===== src/rtl/hazard_if.sv =====
// Decode-to-scoreboard bundle: decoded instruction fields in, pipeline control out.
// d_valid is decode's offer and issue is the acceptance. An instruction enters E only in a cycle where both are high;
// otherwise decode holds it (stall=1) or discards it (squash=1).
interface hazard_if #(
  parameter int REG_W = 4,
  parameter int DEPTH = 3
);
  localparam int SEL_W = $clog2(DEPTH + 1);

  logic             d_valid;
  logic [REG_W-1:0] d_rs;
  logic             d_rs_used;
  logic [REG_W-1:0] d_rt;
  logic             d_rt_used;
  logic [REG_W-1:0] d_rd;
  logic             d_reg_write;
  logic             d_mem_read;
  logic             d_halt;
  logic             d_branch;
  logic             stall;
  logic             squash;
  logic             issue;
  logic [SEL_W-1:0] fwd_rs_sel;
  logic [SEL_W-1:0] fwd_rt_sel;
  logic             halted;
  logic [1:0]       dbg_state;

  modport master (
    output d_valid, d_rs, d_rs_used, d_rt, d_rt_used, d_rd,
           d_reg_write, d_mem_read, d_halt, d_branch,
    input  stall, squash, issue, fwd_rs_sel, fwd_rt_sel, halted, dbg_state
  );

  modport slave (
    input  d_valid, d_rs, d_rs_used, d_rt, d_rt_used, d_rd,
           d_reg_write, d_mem_read, d_halt, d_branch,
    output stall, squash, issue, fwd_rs_sel, fwd_rt_sel, halted, dbg_state
  );
endinterface


===== src/rtl/hazard_scoreboard.sv =====
// Decode/execute pipeline control: a DEPTH-slot shift scoreboard of in-flight writers.
// It drives forwarding selects, load-use stalls, branch squash and HLT drain sequencing.
module hazard_scoreboard #(
  parameter int REG_W    = 4,
  parameter int DEPTH    = 3,
  parameter int LOAD_LAT = 1,
  parameter int SQUASH_N = 1
) (
  input  logic    clk,
  input  logic    rst_n,
  hazard_if.slave hz
);
  localparam int SEL_W = $clog2(DEPTH + 1);

  typedef enum logic [1:0] {
    RUN    = 2'd0,
    DRAIN  = 2'd1,
    HALTED = 2'd2
  } state_t;

  state_t           state;
  state_t           state_nx;
  logic [SEL_W-1:0] drain_cnt;
  logic [SEL_W-1:0] drain_cnt_nx;
  logic [1:0]       sq_cnt;

  logic             slot_v  [DEPTH];
  logic [REG_W-1:0] slot_rd [DEPTH];
  logic             slot_wr [DEPTH];
  logic             slot_ld [DEPTH];

  logic             squash_w;
  logic             ev;
  logic             hazard;
  logic             issue_w;
  logic             rs_ld_haz;
  logic             rt_ld_haz;
  logic [SEL_W-1:0] rs_sel;
  logic [SEL_W-1:0] rt_sel;

  // Scan oldest to youngest so the youngest matching producer is the one left standing.
  always_comb begin
    squash_w  = (sq_cnt != 2'd0) && (state != HALTED);
    ev        = hz.d_valid && !squash_w && (state == RUN);
    rs_sel    = '0;
    rt_sel    = '0;
    rs_ld_haz = 1'b0;
    rt_ld_haz = 1'b0;
    for (int k = DEPTH - 1; k >= 0; k--) begin
      if (slot_v[k] && slot_wr[k] && slot_rd[k] == hz.d_rs &&
          hz.d_rs != '0 && hz.d_rs_used) begin
        rs_sel    = SEL_W'(k + 1);
        rs_ld_haz = slot_ld[k] && (k < LOAD_LAT);
      end
      if (slot_v[k] && slot_wr[k] && slot_rd[k] == hz.d_rt &&
          hz.d_rt != '0 && hz.d_rt_used) begin
        rt_sel    = SEL_W'(k + 1);
        rt_ld_haz = slot_ld[k] && (k < LOAD_LAT);
      end
    end
    hazard  = ev && (rs_ld_haz || rt_ld_haz);
    issue_w = ev && !hazard;
  end

  assign hz.stall      = (state != RUN) || hazard;
  assign hz.squash     = squash_w;
  assign hz.issue      = issue_w;
  assign hz.fwd_rs_sel = ev ? rs_sel : '0;
  assign hz.fwd_rt_sel = ev ? rt_sel : '0;
  assign hz.halted     = (state == HALTED);
  assign hz.dbg_state  = state;

  // The drain counter mirrors the HLT walking out of the slots; zero means the scoreboard is empty.
  always_comb begin
    state_nx     = state;
    drain_cnt_nx = drain_cnt;
    case (state)
      RUN: begin
        if (issue_w && hz.d_halt) begin
          state_nx     = DRAIN;
          drain_cnt_nx = SEL_W'(DEPTH);
        end
      end
      DRAIN: begin
        if (drain_cnt == '0) state_nx = HALTED;
        else                 drain_cnt_nx = drain_cnt - SEL_W'(1);
      end
      HALTED:  state_nx = HALTED;
      default: state_nx = RUN;
    endcase
  end

  always_ff @(posedge clk or negedge rst_n) begin
    if (!rst_n) begin
      state     <= RUN;
      drain_cnt <= '0;
      sq_cnt    <= 2'd0;
      for (int k = 0; k < DEPTH; k++) begin
        slot_v[k]  <= 1'b0;
        slot_rd[k] <= '0;
        slot_wr[k] <= 1'b0;
        slot_ld[k] <= 1'b0;
      end
    end else begin
      state     <= state_nx;
      drain_cnt <= drain_cnt_nx;
      // HLT occupies a slot but never produces a result.
      slot_v[0]  <= issue_w;
      slot_rd[0] <= issue_w ? hz.d_rd : '0;
      slot_wr[0] <= issue_w && hz.d_reg_write && !hz.d_halt;
      slot_ld[0] <= issue_w && hz.d_mem_read && !hz.d_halt;
      for (int k = 1; k < DEPTH; k++) begin
        slot_v[k]  <= slot_v[k-1];
        slot_rd[k] <= slot_rd[k-1];
        slot_wr[k] <= slot_wr[k-1];
        slot_ld[k] <= slot_ld[k-1];
      end
      if (issue_w && hz.d_branch)
        sq_cnt <= 2'(SQUASH_N);
      else if (sq_cnt != 2'd0 && hz.d_valid)
        sq_cnt <= sq_cnt - 2'd1;
    end
  end
endmodule


===== src/flat_wrapper.sv =====
// flat-port wrapper written by rule: the top's interface ports become plain ports
module hazard_scoreboard_flat 
#(
  parameter int REG_W    = 4,
  parameter int DEPTH    = 3,
  parameter int LOAD_LAT = 1,
  parameter int SQUASH_N = 1
)
  (clk, rst_n, hz_d_valid, hz_d_rs, hz_d_rs_used, hz_d_rt, hz_d_rt_used, hz_d_rd, hz_d_reg_write, hz_d_mem_read, hz_d_halt, hz_d_branch, hz_stall, hz_squash, hz_issue, hz_fwd_rs_sel, hz_fwd_rt_sel, hz_halted, hz_dbg_state);
  hazard_if #(.REG_W(REG_W), .DEPTH(DEPTH)) hz_i ();
  input  logic clk;
  input  logic rst_n;
  input wire logic [$bits(hz_i.d_valid)-1:0] hz_d_valid;
  input wire logic [$bits(hz_i.d_rs)-1:0] hz_d_rs;
  input wire logic [$bits(hz_i.d_rs_used)-1:0] hz_d_rs_used;
  input wire logic [$bits(hz_i.d_rt)-1:0] hz_d_rt;
  input wire logic [$bits(hz_i.d_rt_used)-1:0] hz_d_rt_used;
  input wire logic [$bits(hz_i.d_rd)-1:0] hz_d_rd;
  input wire logic [$bits(hz_i.d_reg_write)-1:0] hz_d_reg_write;
  input wire logic [$bits(hz_i.d_mem_read)-1:0] hz_d_mem_read;
  input wire logic [$bits(hz_i.d_halt)-1:0] hz_d_halt;
  input wire logic [$bits(hz_i.d_branch)-1:0] hz_d_branch;
  output wire logic [$bits(hz_i.stall)-1:0] hz_stall;
  output wire logic [$bits(hz_i.squash)-1:0] hz_squash;
  output wire logic [$bits(hz_i.issue)-1:0] hz_issue;
  output wire logic [$bits(hz_i.fwd_rs_sel)-1:0] hz_fwd_rs_sel;
  output wire logic [$bits(hz_i.fwd_rt_sel)-1:0] hz_fwd_rt_sel;
  output wire logic [$bits(hz_i.halted)-1:0] hz_halted;
  output wire logic [$bits(hz_i.dbg_state)-1:0] hz_dbg_state;
  assign hz_i.d_valid = hz_d_valid;
  assign hz_i.d_rs = hz_d_rs;
  assign hz_i.d_rs_used = hz_d_rs_used;
  assign hz_i.d_rt = hz_d_rt;
  assign hz_i.d_rt_used = hz_d_rt_used;
  assign hz_i.d_rd = hz_d_rd;
  assign hz_i.d_reg_write = hz_d_reg_write;
  assign hz_i.d_mem_read = hz_d_mem_read;
  assign hz_i.d_halt = hz_d_halt;
  assign hz_i.d_branch = hz_d_branch;
  assign hz_stall = hz_i.stall;
  assign hz_squash = hz_i.squash;
  assign hz_issue = hz_i.issue;
  assign hz_fwd_rs_sel = hz_i.fwd_rs_sel;
  assign hz_fwd_rt_sel = hz_i.fwd_rt_sel;
  assign hz_halted = hz_i.halted;
  assign hz_dbg_state = hz_i.dbg_state;
  hazard_scoreboard #(.REG_W(REG_W), .DEPTH(DEPTH), .LOAD_LAT(LOAD_LAT), .SQUASH_N(SQUASH_N)) u_core (.clk(clk), .rst_n(rst_n), .hz(hz_i));
endmodule

===== config.mk =====
export PLATFORM = sky130hd
export DESIGN_NAME = hazard_scoreboard_flat
export DESIGN_NICKNAME = d
export VERILOG_FILES = /design/src/rtl/hazard_if.sv /design/src/rtl/hazard_scoreboard.sv /design/src/flat_wrapper.sv
export SDC_FILE = /design/constraint.sdc
export NUM_CORES = 1
export LEC_CHECK = 0
export CAP_MARGIN = 20
export CORE_ASPECT_RATIO = 0.75
export CORE_UTILIZATION = 40
export DETAILED_ROUTE_END_ITERATION = 10
export PLACE_DENSITY = 0.66
export SLEW_MARGIN = 20
export SYNTH_ARGS = -nofsm -noshare
export SYNTH_HDL_FRONTEND = slang
export SYNTH_SLANG_ARGS = --single-unit

===== constraint.sdc =====
create_clock -name clk -period 2.4 [get_ports clk]
set_input_delay 0.36 -clock clk [delete_from_list [all_inputs] [get_ports clk]]
set_output_delay 0.36 -clock clk [all_outputs]
set_load 0.01 [all_outputs]

; After elaboration in Yosys (flattened, before gate mapping)
; Index checks and enable logic that the tools add are counted.
[totals]
elab_cells = 94
inputBits = 21
output_inout_bits = 10
register_bits = 25
[op_classes]
eq_ne = 12
muxes = 19
add_sub_neg = 2
n_reduce_logical = 48
[op_table]
columns = cell, count
row1 = 1-bit logical AND, 33
row2 = 2-bit two-way mux, 14
row3 = 4-bit == test, 6
row4 = 2-bit nonzero test, 4
row5 = 4-bit nonzero test, 2
row6 = 2-bit != test (second input constant), 3
row7 = 2-bit one-hot mux with 3 select lines, 1
row8 = 2-bit logical NOT, 2
row9 = 4-bit two-way mux, 1
row10 = 2-bit one-hot mux with 2 select lines, 1
row11 = 2-bit by 1-bit subtractor with 2-bit output (second input constant), 2
row12 = 1-bit logical NOT, 3
row13 = 3-bit AND reduction, 1
row14 = 2-bit by 1-bit == test with 1-bit output (second input constant), 1
row15 = 2-bit == test (second input constant), 1
row16 = 1-bit logical OR, 2
row17 = 1-bit two-way mux, 2
row18 = 2-bit by 1-bit != test with 1-bit output (second input constant), 1
row19 = 2-bit AND reduction, 1

; Longest topological paths before layout
; Gate-level depths: netlist of the first run.
[logic_depth]
word_depth = 12
depth_mapped = 7
depth_no_buf = 7

; Least setup slack after synthesis of the first run
; OpenSTA, ideal clock, no wires.
[synth_path]
kind = register -> register
from = reg u_core.state[0] (netlist: u_core.hz.dbg_state[0])
to = reg u_core.state[0] (netlist: u_core.hz.dbg_state[0])
stages_incl_launch_ff = 8
synth_period_minus_slack_ps = 2048
setup_ps = 128
slack_ps = 352
required_ps = 2272
n_path_buf = 0
arrival_time_ps = 1921
path_cell_list = dfrtp_1 > inv_1 > ha_1 > o211ai_1 > a41o_1 > nor2_4 > a31oi_1 > mux2_1
[synth_via]
word_cells_on_any_way = 16
cone_classes = eq/ne (5) / mux (1) / reduce/logical (10)
[synth_lines]
columns = element, line_no
row1 = from (decl), hazard_scoreboard.sv:21  ; state_t state;
row2 = from (signal assigned), hazard_scoreboard.sv:105  ; state <= state_nx;
row3 = 2-bit == test, --
row4 = net hz_halted, flat_wrapper.sv:28  ; output wire logic [$bits(hz_i.halted)-1:0] hz_halted;
row5 = 2-bit one-hot mux with 3 select lines, hazard_scoreboard.sv:77  ; case (state)
; The timed path passes the listed nets, and every way through them passes these cells.
; A chain may end at the register's enable or synchronous reset.

; Final worst setup path of the first run
[layout_path]
from = in hz_d_rt_used
to = out hz_fwd_rt_sel[0]
[layout_via]
elab_chain_cells = 5
word_cells_on_any_way = 7
cone_classes = mux (4) / reduce/logical (3)
[layout_rtl]
columns = element, line_no
row1 = from (decl), flat_wrapper.sv:17  ; input wire logic [$bits(hz_i.d_rt_used)-1:0] hz_d_rt_used;
row2 = 1-bit logical AND, hazard_scoreboard.sv:56  ; hz.d_rt != '0 && hz.d_rt_used) begin
row3 = 2-bit two-way mux (2 in series), hazard_scoreboard.sv:55  ; if (slot_v[k] && slot_wr[k] && slot_rd[k] == hz.d_rt &&
row4 = 2-bit two-way mux *, hazard_scoreboard.sv:55
row5 = 2-bit two-way mux *, hazard_scoreboard.sv:69  ; assign hz.fwd_rt_sel = ev ? rt_sel : '0;
row6 = to (decl), flat_wrapper.sv:27  ; output wire logic [$bits(hz_i.fwd_rt_sel)-1:0] hz_fwd_rt_sel;
; Mark *: on every way between the ends. The rest lies on a longest branch, timed or not.

==> qor.csv, run 1 <==
stage;metric;value;unit
worst_setup_path;cp-start-kind;primary input;
die;initial_core_util;44.3;%
worst_setup_path;critPathKind;in -> out;
routing;post-route-drc-count;0;
die;placementRows;17;
yosys;synth.cell_area;0.00137;mm2
clocking;worst_skew_pair.late_latency;270;ps
die;coreArea;0.00308;mm2
global_route;grt_usage;19.2;%
yosys;synthesis.instances;123;
yosys;synth_compound_area_share;10.5;%
clocking;tritoncts;yes;
sta;fin_crit_sh;97.1;%
yosys;ys_seq_elements;25;
yosys;synthMuxAreaShare;1.65;%
worst_hold_path;hold_path.class;reg -> reg;
sta;finClkSkew;6.97;ps
yosys;ys.flop_type;dfrtp_1;
clocking;clock_path_buffers;2;
clocking;cts_sinks;25;
clocking;cts_hold_repair.buffers;0;
sta;finalSetupViolations;0;
routing;drt-vias-per-instance;5.10;
routing;vias;1097;
yosys;synthAdderAreaFrac;5.49;%
yosys;synthArstFlopShare;100;%
power;p_int;1.01;mW
power;p_leak;0.937;nW
worst_setup_path;worstPathArrival;1970;ps
power;power;1.55;mW
cells_and_area;n_antenna_cell;0;
cells_and_area;multiInputGateArea;772;um2
power;power.switching;534;uW
cells_and_area;syn_to_final_growth;42.9;%
routing;ant_nets;0;
sta;holdWs;389;ps
power;combPwrFrac;45.2;%
sta;slew_violations;0;
clocking;cts-root-buf;clkbuf_8;
cells_and_area;fill_cells;242;
yosys;ys_types;34;
sta;worst_slew_pin_slew;406;ps
clocking;clk_pin_slew_worst_paths;90;ps
yosys;synth-seq-area-share;45.8;%
cells_and_area;finalNonFillerCells;215;
placed_design;placed_cells;209;
global_route;overflow;0;
yosys;synth_top_family_by_area;simple AND/OR/NAND/NOR gates;
sta;clock.fmax;0.429;GHz
power;switching_share;34.5;%
placed_design;port_buffers;30;
yosys;ys_warn_count;0;
cells_and_area;nNetsFinal;205;
outcome;status;finished clean;
sta;max_slew_margin;72.8;%
flow_run;max_cap_violations;0;
yosys;synth_edf_count;0;
sta;min_period;2330;ps
clocking;cts_buffers;3;
routing;drtPass1Iterations;4;
yosys;synth_top_area_share;45.8;%
power;clkPwrFrac;16.1;%
cells_and_area;drive_gt1_share;23.2;%
routing;initialDrtViolationCount;19;
yosys;synth-simple-area-share;18.6;%
worst_setup_path;cp_max_fo;3;
power;vdd_drop_max;0.538;mV
global_route;antenna_found_initial;0;
die;ios;31;
die;die-area;0.00366;mm2
global_route;grt_pass1_wl;5.30;mm
placed_design;hpwl;2.47;mm
placed_design;gp_congestion;0.883;
routing;wl_per_cell;14.7;um
die;die_w;69.5;um
global_route;grt_pass1_vias;1140;
clocking;htreeDepth;1;
sta;final.setup.tns;0;ps
yosys;synth_area_leaders;dfrtp_1 46%, xor2_1 9.0%, xnor2_1 7.1%, ha_1 5.5%, nand2_1 2.7%;
yosys;synth_commonest_cells;25 x dfrtp_1, 14 x xor2_1, 11 x xnor2_1;
yosys;syn_area_per_cell;11.1;um2
cells_and_area;seqCellArea;626;um2
yosys;synth_xor_area_share;16.0;%
global_route;grt_max_degree;26;
power;seqPwrFrac;38.7;%
sta;hold_viol_final;0;
yosys;syn_nets;150;
routing;routed_wl;3.15;mm
worst_setup_path;crit_required;2040;ps
yosys;synth.largest_area_cell;dfrtp_1;
power;p_per_area;794;mW/mm2
worst_setup_path;crit_path_end_kind;output port;
die;die_y;52.6;um
yosys;yosysMostFrequentCell;dfrtp_1;
## placed cells by master (no fill, tap or decap), types with 2 or more instances in the layout
master / n
nand2_1: 10
xor2_1: 14
and3b_1: 2
nor3_2: 2
o21ai_0: 2
clkdlybuf4s15_2: 2
clkbuf_2: 2
nor4_2: 3
clkbuf_8: 3
mux2_1: 2
xnor2_1: 11
and2_1: 4
nand3_1: 3
nor2_1: 5
nand4_1: 2
a21oi_1: 2
buf_4: 20
ha_1: 5
nor4b_1: 2
o41ai_4: 2
nand2b_1: 3
clkdlybuf4s50_1: 16
dlygate4sd2_1: 8
dfrtp_1: 25
inv_1: 7
nor2b_1: 2
## cells by family (layout without fill, tap and decap cells)
family,after synthesis,in the layout
simple gates,43,43
xor+xnor,25,25
flops,25,25
compound gates,15,15
buf+inv,7,61
fa+ha+maj,6,6
mux,2,2
## flip-flops by register name, indices dropped and copies added, names as in the netlist
name,cells
u_core.slot_rd,12
u_core.slot_v,3
u_core.slot_wr,3
u_core.drain_cnt,2
u_core.hz.dbg_state,2
u_core.sq_cnt,2
u_core.slot_ld,1
## metrics by stage
stage | setup slack (ps) | area (um2) | util [%]
5_1_grt | -4.67 | 1950 | 63.3
4_1_cts | -104 | 1930 | 62.5
3_3_place_gp | -367 | 1850 | 60.0
2_1_floorplan | 352 | 1370 | -
3_5_place_dp | -410 | 1850 | 60.0
6_report | 70.0 | 1950 | 63.3
## path summary, 6_finish.rpt
path / slack, ps / end / cells past startpoint / startpoint
max: 70 / hz_fwd_rt_sel[0] / 7 / hz_d_rt_used
min: 390 / u_core.slot_wr[1] / 0 / u_core.slot_wr[2]
max reg2reg: 130 / u_core.drain_cnt[1] / 9 / u_core.hz.dbg_state[0]
min reg2reg: 390 / u_core.slot_wr[1] / 0 / u_core.slot_wr[2]
max in group asynchronous: 1690 / u_core.slot_rd[8] / 2 / rst_n
min in group asynchronous: 460 / u_core.slot_rd[2] / 2 / rst_n
## metal layers
| metal | wire length, um | vias up | GRT usage [%] |
|---|---|---|---|
| met2 | 1420 | 27 | 30.3 |
| li1 | - | 541 | - |
| met1 | 1590 | 525 | 26.8 |
| met3 | 114 | 4 | 4.42 |
| met5 | 0 | - | 0 |
| met4 | 25 | 0 | 4.42 |
## worst max-delay path, cell delays in order
cell             delay, ps
clkdlybuf4s50_1        520
o41ai_4                120
buf_4                  160
nor4_4                 270
nand2_1                 80
a21oi_1                170
dlygate4sd2_1          290
## power by group through the flow
stage	clock (mW)	sequential (mW)	combinational (mW)
6_report	0.249	0.600	0.700
5_1_grt	0.276	0.614	0.778
4_1_cts	0.257	0.601	0.691
3_5_place_dp	0	0.610	0.687
3_3_place_gp	0	0.602	0.665
2_1_floorplan	0	0.597	0.392
## cell type report
| type | count | share of cell area (%) |
|---|---|---|
| multi-input cells | 91 | 39.6 |
| flip-flops and latches | 25 | 32.1 |
| clock buffers | 4 | 2.31 |
| well taps | 38 | 2.44 |
| repair buffers | 50 | 22.3 |
| inverters | 7 | 1.35 |
## timing repair
action	4_1_cts	5_1_grt
pin swaps	5	2
setup endpoints to repair	8	3
setup buffers	0	2
gates resized for setup	23	9
Power figures use the tool's default switching activity.
==> run 2, diff against run 1 <==
--- a/config.mk
+++ b/config.mk
@@ -6,10 +6,12 @@
 export NUM_CORES = 1
 export LEC_CHECK = 0
 export CAP_MARGIN = 20
+export CELL_PAD_IN_SITES_DETAIL_PLACEMENT = 0
+export CELL_PAD_IN_SITES_GLOBAL_PLACEMENT = 1
 export CORE_ASPECT_RATIO = 0.75
-export CORE_UTILIZATION = 40
+export CORE_UTILIZATION = 38
 export DETAILED_ROUTE_END_ITERATION = 10
-export PLACE_DENSITY = 0.66
+export PLACE_DENSITY_LB_ADDON = 0.1
 export SLEW_MARGIN = 20
 export SYNTH_ARGS = -nofsm -noshare
 export SYNTH_HDL_FRONTEND = slang
==> run 2 against run 1 <==
The flow now finishes with violations (design-rule violations). Maximum frequency up 2.8%. Clock skew about the same. Flip-flop and latch count unchanged. Critical path depth down 1. Register-to-register slack better by 50 ps. Core utilization down 6.0 points. Worst hold slack worse by 3.5 ps. Sequential power about the same. Via count down 4.6%. Count of clock-buffer cells in the layout down 1.
==> qor.csv, run 2 (same netlist as run 1, synthesis figures left out) <==
stage;metric;value;unit
outcome;status;complete, but fails checks;
outcome;violations;design-rule violations;
routing;drt-vias-per-instance;4.87;
worst_setup_path;crit_family;compound AO/OA/AOI/OAI gates;
global_route;grt_pass1_wl;4.93;mm
placed_design;gp_congestion;0.832;
power;power;1.54;mW
clocking;worst_skew_pair.late_latency;270;ps
routing;vias;1047;
cells_and_area;nNetsFinal;203;
power;power.switching;537;uW
die;die_y;53.9;um
worst_setup_path;crit_slowest_cell;o41ai_4;
power;p_int;1.01;mW
die;ios;31;
power;p_per_area;803;mW/mm2
worst_hold_path;min_path_cells;0;
power;seqPwrFrac;39.0;%
cells_and_area;multiInputGateArea;754;um2
global_route;grt_usage;17.2;%
power;clkPwrFrac;16.5;%
routing;routed_wl;2.94;mm
worst_setup_path;cp-start-kind;primary input;
worst_hold_path;hold_path.class;reg -> reg;
power;vdd_drop_max;0.569;mV
clocking;clk_pin_slew_worst_paths;80;ps
sta;finalSetupViolations;0;
worst_setup_path;worstPathArrival;1910;ps
clocking;htreeDepth;1;
sta;fin_crit_sh;94.4;%
cells_and_area;final_common_cell;dfrtp_1;
global_route;antenna_found_initial;0;
clocking;cts_hold_repair.buffers;0;
power;switching_share;34.8;%
sta;worst_slew_pin_slew;396;ps
worst_setup_path;cp_slowest_stage_delay;470;ps
routing;dr.max_layer_used;met4;
worst_setup_path;crit_required;2040;ps
clocking;tritoncts;yes;
cells_and_area;drive_gt1_share;19.4;%
power;combPwrFrac;44.6;%
cells_and_area;top_regs;u_core.slot_rd x12, u_core.slot_v x3, u_core.slot_wr x3;
worst_setup_path;crit_path_end_kind;output port;
clocking;cts_sinks;25;
placed_design;port_buffers;30;
clocking;clock_path_buffers;2;
clocking;cts_buffers;3;
routing;dr_wl_met3;105;um
cells_and_area;regMostFlops;u_core.slot_rd;
worst_setup_path;cp.depth;6;
cells_and_area;n_antenna_cell;0;
die;coreArea;0.00336;mm2
sta;finClkSkew;6.64;ps
sta;final.setup.tns;0;ps
cells_and_area;seqCellArea;626;um2
routing;wl_met1;1.54;mm
routing;drtPass1Iterations;7;
routing;ant_nets;0;
routing;initialDrtViolationCount;27;
worst_setup_path;worstRegToRegCells;9;
cells_and_area;final_cell_mix;25 x dfrtp_1, 18 x buf_4, 16 x clkdlybuf4s50_1;
routing;post-route-drc-count;1;
routing;wl_met2;1.28;mm
worst_setup_path;cp_cell_sequence;dlygate4sd2_1, o41ai_4, nor3_2, a41o_1, nor2_4, dlygate4sd2_1;
worst_setup_path;critical_path_buf_inv_count;2;
die;die-area;0.00384;mm2
die;placementRows;18;
routing;wl_per_cell;13.7;um
cells_and_area;fill_cells;306;
cells_and_area;syn_to_final_growth;40.8;%
global_route;overflow;0;
power;p_leak;0.918;nW
worst_setup_path;critPathKind;in -> out;
sta;slew_violations;0;
die;initial_core_util;40.7;%
global_route;grt_pass1_vias;1041;
clocking;cts-root-buf;clkbuf_8;
sta;clock.fmax;0.441;GHz
worst_setup_path;crit_path_frequent_cell;dlygate4sd2_1;
worst_setup_path;r2r_setup_slack;180;ps
die;die_w;71.2;um
global_route;grt_max_degree;26;
worst_setup_path;cp_max_fo;4;
flow_run;max_cap_violations;0;
sta;hold_viol_final;0;
sta;rsz0062_at_grt;false;
sta;max_slew_margin;73.5;%
sta;min_period;2270;ps
placed_design;hpwl;2.46;mm
cells_and_area;largest_reg_flops;12;
-- run 2: cell count changes in the layout (fill, tap and decap cells not counted) --
| cell | delta |
|---|---|
| dlymetal6s2s_1 | -1 |
| ha_1 | +1 |
| nor4_1 | +1 |
| ha_2 | -1 |
| buf_4 | -2 |
| clkdlybuf4s15_2 | -2 |
| clkinvlp_4 | +1 |
| dlygate4sd2_1 | +6 |
| clkbuf_1 | -1 |
| clkdlybuf4s15_1 | -1 |
| nor4_4 | -1 |
| clkbuf_2 | -2 |
-- run 2: repair_timing --
action | CTS | global route
buffers inserted | 0 | 1
resized for setup | 19 | 1
pin swaps | 4 | 2
setup endpoints to repair | 8 | 3
-- run 2: per-layer routing --
metal / vias to the layer above / global-route usage [%]
met4: 0 / 2.00
met1: 491 / 24.9
li1: 534 / -
met2: 20 / 26.8
met5: - / 0
met3: 2 / 4.49
-- run 2: power groups by stage --
| stage | logic, mW | registers, mW | clock network [mW] |
|---|---|---|---|
| after floorplan | 0.392 | 0.597 | 0 |
| after global placement | 0.669 | 0.606 | 0 |
| after detailed placement | 0.690 | 0.611 | 0 |
| after CTS | 0.690 | 0.603 | 0.260 |
| after global routing | 0.770 | 0.617 | 0.282 |
| final | 0.688 | 0.602 | 0.254 |
-- run 2: worst paths after layout --
path / from / end
max in group asynchronous: rst_n / u_core.slot_wr[2]
hold / removal: u_core.slot_wr[2] / u_core.slot_wr[1]
min in group asynchronous: rst_n / u_core.slot_rd[1]
hold reg to reg: u_core.slot_wr[2] / u_core.slot_wr[1]
setup / recovery: hz_d_rs[3] / hz_issue
setup reg to reg: u_core.hz.dbg_state[0] / u_core.drain_cnt[0]
-- run 2: worst register-to-register path: stages, from the launching register on --
cell	delay (ps)
dfrtp_1	410
inv_1	120
ha_1	210
o211ai_1	90
buf_4	150
a41o_1	240
buf_4	150
or3b_4	390
a22oi_2	170
o221a_1	210
-- run 2: layout make-up --
class,instances,area share (%)
clock buffers,3,2.15
clock inverters,1,0.390
inverters,7,1.37
multi-input cells,91,39.2
flip-flops and latches,25,32.5
well taps,40,2.60
repair buffers,48,21.7
-- run 2: per-stage QoR --
step / hold WS [ps] / worst slack [ps] / util [%] / cell area, um2 / instances
finish: 386 / 134 / 57.3 / 1920 / 215
global route: 409 / 34.2 / 57.3 / 1920 / 215
CTS: 390 / 32.4 / 56.9 / 1910 / 214
detailed placement: 371 / -367 / 55.0 / 1840 / 210
global placement: 366 / -396 / 55.0 / 1840 / 210
floorplan: 64.4 / 352 / - / 1370 / 123
==> run 3, diff against run 2 <==
--- a/config.mk
+++ b/config.mk
@@ -6,12 +6,10 @@
 export NUM_CORES = 1
 export LEC_CHECK = 0
 export CAP_MARGIN = 20
-export CELL_PAD_IN_SITES_DETAIL_PLACEMENT = 0
-export CELL_PAD_IN_SITES_GLOBAL_PLACEMENT = 1
 export CORE_ASPECT_RATIO = 0.75
-export CORE_UTILIZATION = 38
+export CORE_UTILIZATION = 40
 export DETAILED_ROUTE_END_ITERATION = 10
-export PLACE_DENSITY_LB_ADDON = 0.1
+export PLACE_DENSITY = 0.66
 export SLEW_MARGIN = 20
 export SYNTH_ARGS = -nofsm -noshare
 export SYNTH_HDL_FRONTEND = slang
==> results of run 3 <==
Same layout as run 1: the final DEF is identical, and so are final timing and power.
==> RTL edit 1: new RTL, settings of run 2 <==
`DEPTH` is set to 3 in 3 places; all go to 6.
--- a/src/rtl/hazard_if.sv
+++ b/src/rtl/hazard_if.sv
@@ -4,5 +4,5 @@
 interface hazard_if #(
   parameter int REG_W = 4,
-  parameter int DEPTH = 3
+  parameter int DEPTH = 6
 );
   localparam int SEL_W = $clog2(DEPTH + 1);
--- a/src/rtl/hazard_scoreboard.sv
+++ b/src/rtl/hazard_scoreboard.sv
@@ -3,5 +3,5 @@
 module hazard_scoreboard #(
   parameter int REG_W    = 4,
-  parameter int DEPTH    = 3,
+  parameter int DEPTH    = 6,
   parameter int LOAD_LAT = 1,
   parameter int SQUASH_N = 1
--- a/src/flat_wrapper.sv
+++ b/src/flat_wrapper.sv
@@ -3,5 +3,5 @@
 #(
   parameter int REG_W    = 4,
-  parameter int DEPTH    = 3,
+  parameter int DEPTH    = 6,
   parameter int LOAD_LAT = 1,
   parameter int SQUASH_N = 1
Interface: changed (resized hz_fwd_rs_sel and hz_fwd_rt_sel); port bits go from 31 to 33. The function was not compared with the original's and may differ.
==> RTL edit 1 against run 2 <==
  * The run ends with negative setup slack left
  * Clock skew is 8.3 ps higher
  * Non-clock buffer count up 47
  * Area after synthesis rose by 80%
  * Design area up 78%
  * Wire length is 110% higher
  * Worst setup slack lost 230 ps
  * Total power increased by 72%
  * Sequential cell count increased by 19
==> RTL edit 1: results (changes against run 2) <==
status -> finished, violations left
failing checks -> negative setup slack
largest net degree at the start of global routing -> 19 (-27%)
Hold EP -> u_core.slot_v[1]$_DFF_PN0_
hold_sp -> u_core.slot_v[2]$_DFF_PN0_
clock latency on the worst-skew pair -> 290 ps (+20 ps)
Clk pwr share -> 16.8% (+0.3 points)
Syn Nets -> 262 (+75%)
Crit. Startpoint -> hz_d_rt[2]
Reg2Reg Depth -> 7 (-2)
final setup violating endpoints -> 2 (+2)
hold_ws -> 373 ps (-12.8 ps)
post-layout worst setup margin -> -94.5 ps (-229 ps)
HPWL Detailed -> 4840 um (+97%)
Placed Cells -> 386 (+84%)
slew margin rel. -> 73.3% (-0.17 points)
H-tree depth -> 2 (+1)
first-pass GRT wire length -> 10200 um (+110%)
Total Power -> 2.65 mW (+72%)
Initial DRC Count -> 73 (+170%)
PortBufs -> 32 (+6.7%)
Largest regs -> u_core.slot_rd x24, u_core.slot_v x6, u_core.slot_wr x6
NetSw -> 938 uW (+75%)
cts bufs inserted -> 5 (+2)
WL/cell -> 15.2 um (+11%)
Setup crit end -> hz_fwd_rt_sel[1]
Post-DP Area -> 3210 sq um (+74%)
vias in the first global route -> 2060 (+98%)
Mean Syn Cell Area -> 10.5 sq um (-5.6%)
## RTL edit 1: changes by cell type after synthesis, moves of 3 or more
cell	delta
dfrtp_1	+19
xor2_1	+18
nor3_1	+10
nand3_1	+7
clkbuf_1	+6
o21ai_0	+6
xnor2_1	+6
and3_1	+5
nand2_1	+5
a21oi_1	+3
and2_1	-3
buf_2	+3
nand4_1	+3
nor2_1	+3
## RTL edit 1: layout make-up
cell class                      instances  area [sq um]  share of cell area [%]
Multi-Input combinational cell        171          1350                    39.5
Sequential cell                        44          1100                    32.2
Timing Repair Buffer                   95           763                    22.3
Tap cell                               78          97.6                    2.85
Clock buffer                            5          68.8                    2.01
Inverter                                7          26.3                   0.768
Clock inverter                          2          12.5                   0.366
## RTL edit 1: routing by layer
| layer | wire length [um] | GRT usage, % | up-vias |
|---|---|---|---|
| li1 | - | - | 1011 |
| met1 | 3260 | 31.0 | 945 |
| met2 | 2610 | 30.0 | 41 |
| met3 | 219 | 3.72 | 2 |
| met4 | 30 | 4.38 | 0 |
| met5 | 0 | 0 | - |
## RTL edit 1: logic make-up (layout without fill, tap and decap cells)
group           count (synthesis)  count (layout)  share of synthesized area [%]
mux                             1               1                          0.611
fa+ha+maj                       7               7                           3.57
simple gates                   72              72                           15.9
compound gates                 42              42                           13.8
buf+inv                        19             109                           3.82
xor+xnor                       49              49                           17.5
flops                          44              44                           44.9
## RTL edit 1: repair_timing
| item | in CTS | in global routing |
|---|---|---|
| hold buffers | 1 | 0 |
| buffers inserted | 5 | 3 |
| pin swaps | 14 | 10 |
| setup endpoints to repair | 9 | 8 |
| endpoints found under the hold margin | 9 | 0 |
| resized for setup | 80 | 5 |
| gates cloned | 0 | 0 |
==> RTL edit 2: new RTL, config.mk and constraints of run 2 <==
Made on the original files. Reset style: synchronous (`rst_n`), changed in one clocked block.
--- a/src/rtl/hazard_scoreboard.sv
+++ b/src/rtl/hazard_scoreboard.sv
@@ -91,5 +91,5 @@
   end
 
-  always_ff @(posedge clk or negedge rst_n) begin
+  always_ff @(posedge clk) begin
     if (!rst_n) begin
       state     <= RUN;
Behaviour: differs if rst_n is asserted again (counterexample within 4 cycles, from zero or initial values and one cycle with rst_n low); with rst_n held inactive, the same outputs for 10 cycles.
==> RTL edit 2 against run 2 <==
  * Sequential cell count stayed put
  * Area after synthesis down 3.1%
  * Total power down 7.7%
  * Global-route usage is 1.1 points lower
  * Worst setup slack lost 36 ps
  * Wire length is 4.5% lower
  * Non-clock buffer count down 7
  * Design area down 5.3%
  * Critical path type unchanged
==> RTL edit 2: results (changes against run 2) <==
Mean Syn Cell Area -> 9.52 sq um (-14%)
top_reg_cell synth -> dfxtp_1
Initial DRC Count -> 30 (+11%)
asr flop ratio synth -> 0% (-100 points)
Worst VDD drop -> 0.526 mV (-7.6%)
Hold WC Path Type -> reg -> reg
FF-to-FF Start -> u_core.hz.dbg_state[0]$_SDFFE_PN0P_
setup_tns -> 0 ps (unchanged)
status -> finished, final reports clean
slowest stage cell, crit path -> clkdlybuf4s50_1
Seq/Total Area, Yosys -> 37.8% (-8.0 points)
Leak -> 0.743 nW (-19%)
Layout Nets -> 209 (+3.0%)
hold_sp -> u_core.drain_cnt[1]$_SDFFE_PN0P_
hold depth -> 2 (+2)
Crit Path Max Fanout -> 3 (-1)
CP peak stage delay -> 520 ps (+50 ps)
Place WS -> -449 ps (-81.7 ps)
Worst R2R Setup Slack -> 530 ps (+350 ps)
post-DR vias/cell -> 4.75 (-2.4%)
Syn Nets -> 166 (+11%)
WL/cell -> 12.7 um (-7.1%)
Crit. Startpoint -> hz_d_rs_used
Detailed Routing Iterations Pass 1 -> 4 (-3)
Fmax -> 0.434 GHz (-1.6%)
Via Count -> 1050 (+0.29%)
delay-heaviest family, CP -> buffers and inverters
vias in the first global route -> 1002 (-3.7%)
HPWL Detailed -> 2300 um (-6.3%)
layout cells sized above 1 -> 18.2% (-1.2 points)
# fillers -> 316 (+3.3%)
slew margin rel. -> 69.7% (-3.8 points)
Netlist cell types -> 33 (-2.9%)
gr usage total -> 16.2% (-1.1 points)
Final GP Congestion -> 0.883 (+6.2%)
largest net degree at the start of global routing -> 23 (-12%)
Reg2Reg Depth -> 8 (-1)
first-pass GRT wire length -> 4590 um (-7.0%)
clock skew -> 5.24 ps (-1.39 ps)
synth top area cells -> dfxtp_1, xnor2_1, and2_1, xor2_1, ha_1
top cells by count, synth -> dfxtp_1, and2_1, xnor2_1
Setup crit end -> hz_fwd_rs_sel[0]
==> RTL edit 2: cell count changes after synthesis, moves of 4 or more <==
cell     change
xor2_1       -4
dfrtp_1     -25
xnor2_1      +4
dfxtp_1     +25
and2_1      +13
==> RTL edit 2: worst reg2reg max path, stage by stage, from the launching register on <==
cell and delay, ps:
dfxtp_1 340, inv_1 100, ha_1 270, o211a_1 200, nand2_1 70, o21a_1 160, o31a_1 140, o311a_1 300
a31o_1 180
==> RTL edit 2: final cells by class <==
cell class	instances	area share, %
Tap cell	40	2.75
Inverter	8	1.65
Multi-Input combinational cell	103	44.9
Clock inverter	1	0.275
Clock buffer	3	2.27
Timing Repair Buffer	41	20.5
Sequential cell	25	27.7
==> RTL edit 2: report_power, final <==
group	internal [mW]	switching, mW	total (mW)
Combinational	0.331	0.317	0.648
Clock	0.116	0.124	0.240
Sequential	0.486	0.0497	0.536
==> RTL edit 2: repair_timing <==
action,in CTS,in global routing
resized for setup,30,4
setup endpoints to repair,6,3
cloned,0,0
pin swaps,4,0
setup buffers,0,0
==> RTL edit 2: cell families (layout without fill, tap and decap cells) <==
kind of cell	count (synthesis)	after routing	share of synthesized area, %
flops	25	25	37.8
simple gates	52	52	22.5
buf+inv	11	53	3.21
compound gates	17	17	12.0
fa+ha+maj	6	6	5.67
xor+xnor	25	25	16.5
mux	3	3	2.27
==> RTL edit 2: per-layer routing <==
layer	vias to the layer above	wire length, um	global-route usage (%)
met2	21	1210	26.9
met3	2	157	4.95
met5	-	0	0
li1	556	-	-
met4	0	10	2.00
met1	471	1430	21.3
